## config.mk

```make
export PLATFORM = sky130hd
export DESIGN_NAME = mem_port_arbiter
export DESIGN_NICKNAME = d
export VERILOG_FILES = /design/src/rtl/mem_port_arbiter.sv
export SDC_FILE = /design/constraint.sdc
export NUM_CORES = 1
export LEC_CHECK = 0
export ABC_AREA = 1
export CAP_MARGIN = 25
export CORE_ASPECT_RATIO = 0.8
export CORE_MARGIN = 2
export CORE_UTILIZATION = 55
export DETAILED_ROUTE_END_ITERATION = 7
export DONT_BUFFER_PORTS = 1
export GPL_TIMING_DRIVEN = 0
export PLACE_DENSITY = 0.81
export RECOVER_POWER = 50
export SLEW_MARGIN = 10
export SYNTH_ARGS = -nofsm -noshare
export SYNTH_HDL_FRONTEND = slang
export SYNTH_SLANG_ARGS = --single-unit
```

## constraint.sdc

```tcl
create_clock -name clk -period 8.9 [get_ports clk]
set_clock_uncertainty 0.2 [all_clocks]
set_input_delay 0.89 -clock clk [delete_from_list [all_inputs] [get_ports clk]]
set_output_delay 0.89 -clock clk [all_outputs]
set_load 0.005 [all_outputs]
```

## src/rtl/mem_port_arbiter.sv

```systemverilog
// Shares one external memory port between instruction fetch and the load/store unit.
// One transaction in flight; data has priority, bounded by a fetch-starvation streak limit.
module mem_port_arbiter #(
  parameter int unsigned STARVE_LIMIT = 4
) (
  input  logic        clk,
  input  logic        rst,
  input  logic        if_req,
  input  logic [31:0] if_addr,
  output logic        if_done,
  output logic [31:0] if_rdata,
  input  logic        d_req,
  input  logic        d_we,
  input  logic [31:0] d_addr,
  input  logic [31:0] d_wdata,
  input  logic [3:0]  d_wstrb,
  output logic        d_done,
  output logic [31:0] d_rdata,
  output logic        mem_req,
  output logic        mem_we,
  output logic [31:0] mem_addr,
  output logic [31:0] mem_wdata,
  output logic [3:0]  mem_wstrb,
  input  logic        mem_ready,
  input  logic        mem_rvalid,
  input  logic [31:0] mem_rdata,
  output logic        owner
);

  localparam int unsigned AW = 32;
  localparam int unsigned DW = 32;
  localparam int unsigned SW = 4;
  localparam int unsigned CW = 4;
  localparam logic [CW-1:0] LIMIT = CW'(STARVE_LIMIT);

  typedef enum logic [1:0] {
    IDLE = 2'd0,
    REQ  = 2'd1,
    RESP = 2'd2
  } state_e;

  state_e          state_q, state_d;
  logic            mem_req_q, mem_req_d;
  logic            mem_we_q, mem_we_d;
  logic [AW-1:0]   mem_addr_q, mem_addr_d;
  logic [DW-1:0]   mem_wdata_q, mem_wdata_d;
  logic [SW-1:0]   mem_wstrb_q, mem_wstrb_d;
  logic            owner_q, owner_d;
  logic            if_done_q, if_done_d;
  logic            d_done_q, d_done_d;
  logic [DW-1:0]   if_rdata_q, if_rdata_d;
  logic [DW-1:0]   d_rdata_q, d_rdata_d;
  logic [CW-1:0]   streak_q, streak_d;

  logic            f_pend;
  logic            d_pend;
  logic            grant_f;
  logic            rsp_fire;

  // Next-state and output computation
  always_comb begin
    state_d     = state_q;
    mem_req_d   = mem_req_q;
    mem_we_d    = mem_we_q;
    mem_addr_d  = mem_addr_q;
    mem_wdata_d = mem_wdata_q;
    mem_wstrb_d = mem_wstrb_q;
    owner_d     = owner_q;
    if_rdata_d  = if_rdata_q;
    d_rdata_d   = d_rdata_q;
    streak_d    = streak_q;
    if_done_d   = 1'b0;
    d_done_d    = 1'b0;
    rsp_fire    = 1'b0;

    // A requester whose done is pulsing now still holds req; mask it to avoid re-issue
    f_pend  = if_req & ~if_done_q;
    d_pend  = d_req & ~d_done_q;
    grant_f = f_pend & (~d_pend | (streak_q == LIMIT));

    case (state_q)
      IDLE: begin
        if (f_pend | d_pend) begin
          state_d   = REQ;
          mem_req_d = 1'b1;
          owner_d   = ~grant_f;
          if (grant_f) begin
            mem_we_d    = 1'b0;
            mem_addr_d  = if_addr;
            mem_wdata_d = '0;
            mem_wstrb_d = '0;
            streak_d    = '0;
          end else begin
            mem_we_d    = d_we;
            mem_addr_d  = d_addr;
            mem_wdata_d = d_wdata;
            mem_wstrb_d = d_wstrb;
            if (!if_req) begin
              streak_d = '0;
            end else if (streak_q < LIMIT) begin
              streak_d = streak_q + CW'(1);
            end
          end
        end
      end
      REQ: begin
        if (mem_ready) begin
          mem_req_d = 1'b0;
          if (mem_we_q) begin
            d_done_d = 1'b1;
            state_d  = IDLE;
          end else if (mem_rvalid) begin
            rsp_fire = 1'b1;
            state_d  = IDLE;
          end else begin
            state_d = RESP;
          end
        end
      end
      RESP: begin
        if (mem_rvalid) begin
          rsp_fire = 1'b1;
          state_d  = IDLE;
        end
      end
      default: begin
        state_d   = IDLE;
        mem_req_d = 1'b0;
      end
    endcase

    // Read data goes back to whichever requester owns the transaction
    if (rsp_fire) begin
      if (owner_q) begin
        d_rdata_d = mem_rdata;
        d_done_d  = 1'b1;
      end else begin
        if_rdata_d = mem_rdata;
        if_done_d  = 1'b1;
      end
    end
  end

  always_ff @(posedge clk or posedge rst) begin
    if (rst) begin
      state_q     <= IDLE;
      mem_req_q   <= 1'b0;
      mem_we_q    <= 1'b0;
      mem_addr_q  <= '0;
      mem_wdata_q <= '0;
      mem_wstrb_q <= '0;
      owner_q     <= 1'b0;
      if_done_q   <= 1'b0;
      d_done_q    <= 1'b0;
      if_rdata_q  <= '0;
      d_rdata_q   <= '0;
      streak_q    <= '0;
    end else begin
      state_q     <= state_d;
      mem_req_q   <= mem_req_d;
      mem_we_q    <= mem_we_d;
      mem_addr_q  <= mem_addr_d;
      mem_wdata_q <= mem_wdata_d;
      mem_wstrb_q <= mem_wstrb_d;
      owner_q     <= owner_d;
      if_done_q   <= if_done_d;
      d_done_q    <= d_done_d;
      if_rdata_q  <= if_rdata_d;
      d_rdata_q   <= d_rdata_d;
      streak_q    <= streak_d;
    end
  end

  assign mem_req   = mem_req_q;
  assign mem_we    = mem_we_q;
  assign mem_addr  = mem_addr_q;
  assign mem_wdata = mem_wdata_q;
  assign mem_wstrb = mem_wstrb_q;
  assign owner     = owner_q;
  assign if_done   = if_done_q;
  assign d_done    = d_done_q;
  assign if_rdata  = if_rdata_q;
  assign d_rdata   = d_rdata_q;

endmodule
```

==> flow_summary_export.csv <==
group,metric,value,unit
placed_design,gp_congestion,0.861,
placed_design,portBuffers,0,
global_route,grt_pass1_vias,5194,
setup_path,rr_startpoint,"if_done",
setup_path,cp_top_family,"simple AND/OR/NAND/NOR gates",
floorplan,start_util,56.5,%
floorplan,die_y,98.6,µm
clocking,cts_sinks,143,
finish,diodes,0,
clocking,cts_hold_buf,0,
setup_path,crit_start,"if_req",
synth,syn_nets,902,
setup_path,r2r_slack,6.54,ns
timing,finalSetupViolCount,0,
setup_path,worstPathBufferInverterCount,5,
floorplan,core_area,10900,µm²
finish,layout_commonest_cell,"nand2_1",
setup_path,slowest_stage,"nor2_1",
drt,vias_per_cell,5.44,
synth,ys_warn_count,0,
clocking,clkTransAtPathRegs,0.06,ns
finish,multiInputGateArea,2260,µm²
drt,antenna_left,0,
setup_path,crit_type,"in2reg",
power_and_ir_drop,power,2.61,mW
clocking,cts_tree,"built",
global_route,antenna_found_initial,0,
clocking,cts_root_buf,"clkbuf_16",
timing,fmax,0.415,GHz
timing,worst_pin_slew,2.33,ns
setup_path,cp_data_arrival_time,2.51,ns
synth,syn_area,6150,µm²
setup_path,crit_required,9.00,ns
drt,vias,5089,
global_route,overflow,0,
floorplan,fp-row-count,34,
timing,relSlewSlack,-56.5,%
timing,final_max_slew_viol_count,55,
setup_path,cp_max_fo,10,
setup_path,reg2reg_depth,9,
synth,ys_seq_elements,143,
synth,syn_avg_cell_area,8.12,µm²
setup_path,cp_cell_sequence,"inv_2 -> nor2_1 -> inv_2 -> nand2_1 -> inv_1 -> nor2_1 -> inv_2 -> buf_2 -> nand2_1 -> nand2_1",
setup_path,critPathLaunchType,"primary input",
timing,finalCritPeriodShare,27.1,%
drt,drt_first_iter_violations,236,
clocking,cts_buffer_depth,2,
placed_design,dp_hpwl,12400,µm
outcome,status,"finished with violations",
synth,yosys.cell_types.count,18,
power_and_ir_drop,power_density,378,nW/µm²
hold_path,holdCritPathClass,"reg2reg",
finish,layout_common_cells,"420 x nand2_1, 143 x dfrtp_1, 77 x nand3_1",
clocking,post_cts_resize_count,0,
finish,fillerInstances,930,
finish,fin_area,6900,µm²
timing,setup_tns,0,ns
timing,post-route-min-period,2.41,ns
finish,drive_gt1_share,8.22,%
clocking,clk-insertion-delay-late,0.41,ns
timing,final_hold_viol_count,0,
setup_path,endpoint_kind,"flop",
drt,drt_first_pass_iters,6,
setup_path,endpoint,"mem_addr[4]",
finish,area_delta_synth_final,12.1,%
clocking,cts_max_level,4,
clocking,post_cts.repair.setup_buffers,0,
run,drv_cap,1,
timing,rsz0062_at_grt,"false",
floorplan,pin_count,276,
outcome,violations,"max-capacitance violations, max-slew violations",
drt,wl,16700,µm
power_and_ir_drop,leakage,3.80,nW
synth,yosysSeqAreaShare,58.1,%
global_route,grt_max_degree,90,
synth,syn_inst,758,
setup_path,slowest_delay,0.56,ns
finish,regArea,3580,µm²
clocking,cts_made_buffers,17,
drt,wl_per_cell,17.9,µm
global_route,grt_pass1_wl,26500,µm
finish,fin_nets,922,
placed_design,post_dp_cell_area,6370,µm²
setup_path,r2r_end,"mem_addr[4]",
global_route,grtUsageTotal,28.5,%
power_and_ir_drop,ir_drop,0.172,mV
setup_path,cp.depth,10,
drt,drc,0,
floorplan,die_x,122,µm
floorplan,dieArea,12100,µm²
[worst min-delay path by stage]
stage,endpoint,cells past startpoint,slack (ns),from
3_3_place_gp,streak_q[1],2,0.29,streak_q[1]
2_1_floorplan,streak_q[1],2,0.27,streak_q[1]
6_report,mem_addr[2],2,0.31,mem_addr[2]
4_1_cts,d_rdata[23],1,0.19,rst
5_1_grt,mem_addr[14],2,0.33,mem_addr[14]
3_5_place_dp,mem_wdata[10],2,0.29,mem_wdata[10]
[Yosys cell counts]
cell type  number  share of area, %
a21oi_1         4              0.33
buf_1           1             0.061
buf_2          22               1.8
buf_4           3              0.37
buf_6           2              0.37
clkbuf_1       16              0.98
dfrtp_1       143                58
ha_1            5               1.0
inv_1          17               1.0
inv_2           4              0.24
nand2_1       420                26
nand3_1        77               6.3
nor2_1          1             0.061
nor2_2          1              0.10
nor2_4          2              0.37
o21ai_0        37               3.0
o21ai_1         2              0.16
or2_2           1              0.10
[cell type report]
class / count / area share [%]
clock buffer: 19 / 6.42
multi-input combinational: 550 / 32.8
sequential: 143 / 51.9
timing repair buffer: 1 / 0.399
buffer: 44 / 3.17
inverter: 21 / 1.16
clock inverter: 13 / 1.52
tap: 144 / 2.61
[layer usage]
layer	vias to the layer above	wire (µm)	track usage, %
met5	-	0	0
met4	0	517	12.9
met3	46	1470	9.20
met2	236	8370	48.2
met1	2398	6390	33.0
li1	2409	-	-
[sequential cells by signal, summed over array words and instances (netlist names)]
signal,cells
d_rdata,32
if_rdata,32
mem_addr,32
mem_wdata,32
mem_wstrb,4
streak_q,4
state_q,2
d_done,1
if_done,1
mem_req,1
mem_we,1
owner,1
[power by group]
part	switching, mW	internal, mW
registers	0.266	0.946
logic	0.492	0.247
clock network	0.286	0.369
[cells by family after synthesis]
group	share of synthesized area [%]
AOI/OAI and AO/OA	3.50
adders and majority gates	1.02
DFF	58.1
buffers and inverters	4.84
and+or+nand+nor	32.5
[tightest hold or removal path: cells and delay by family, from the launching register on]
| family | cells | cell delay (ns) |
|---|---|---|
| flip-flops | 1 | 0.36 |
| AND/OR/NAND/NOR | 2 | 0.12 |
[metrics by stage]
stage | hold WS (ns) | setup WS (ns) | instances | util [%]
after floorplan | 0.267 | 3.97 | 758 | -
after global routing | 0.326 | 6.23 | 935 | 63.3
after CTS | 0.187 | 6.77 | 935 | 63.5
final | 0.309 | 6.49 | 935 | 63.3
after global placement | 0.285 | 2.79 | 902 | 58.2
after detailed placement | 0.294 | 6.41 | 903 | 58.5
Power figures use the tool's default switching activity.
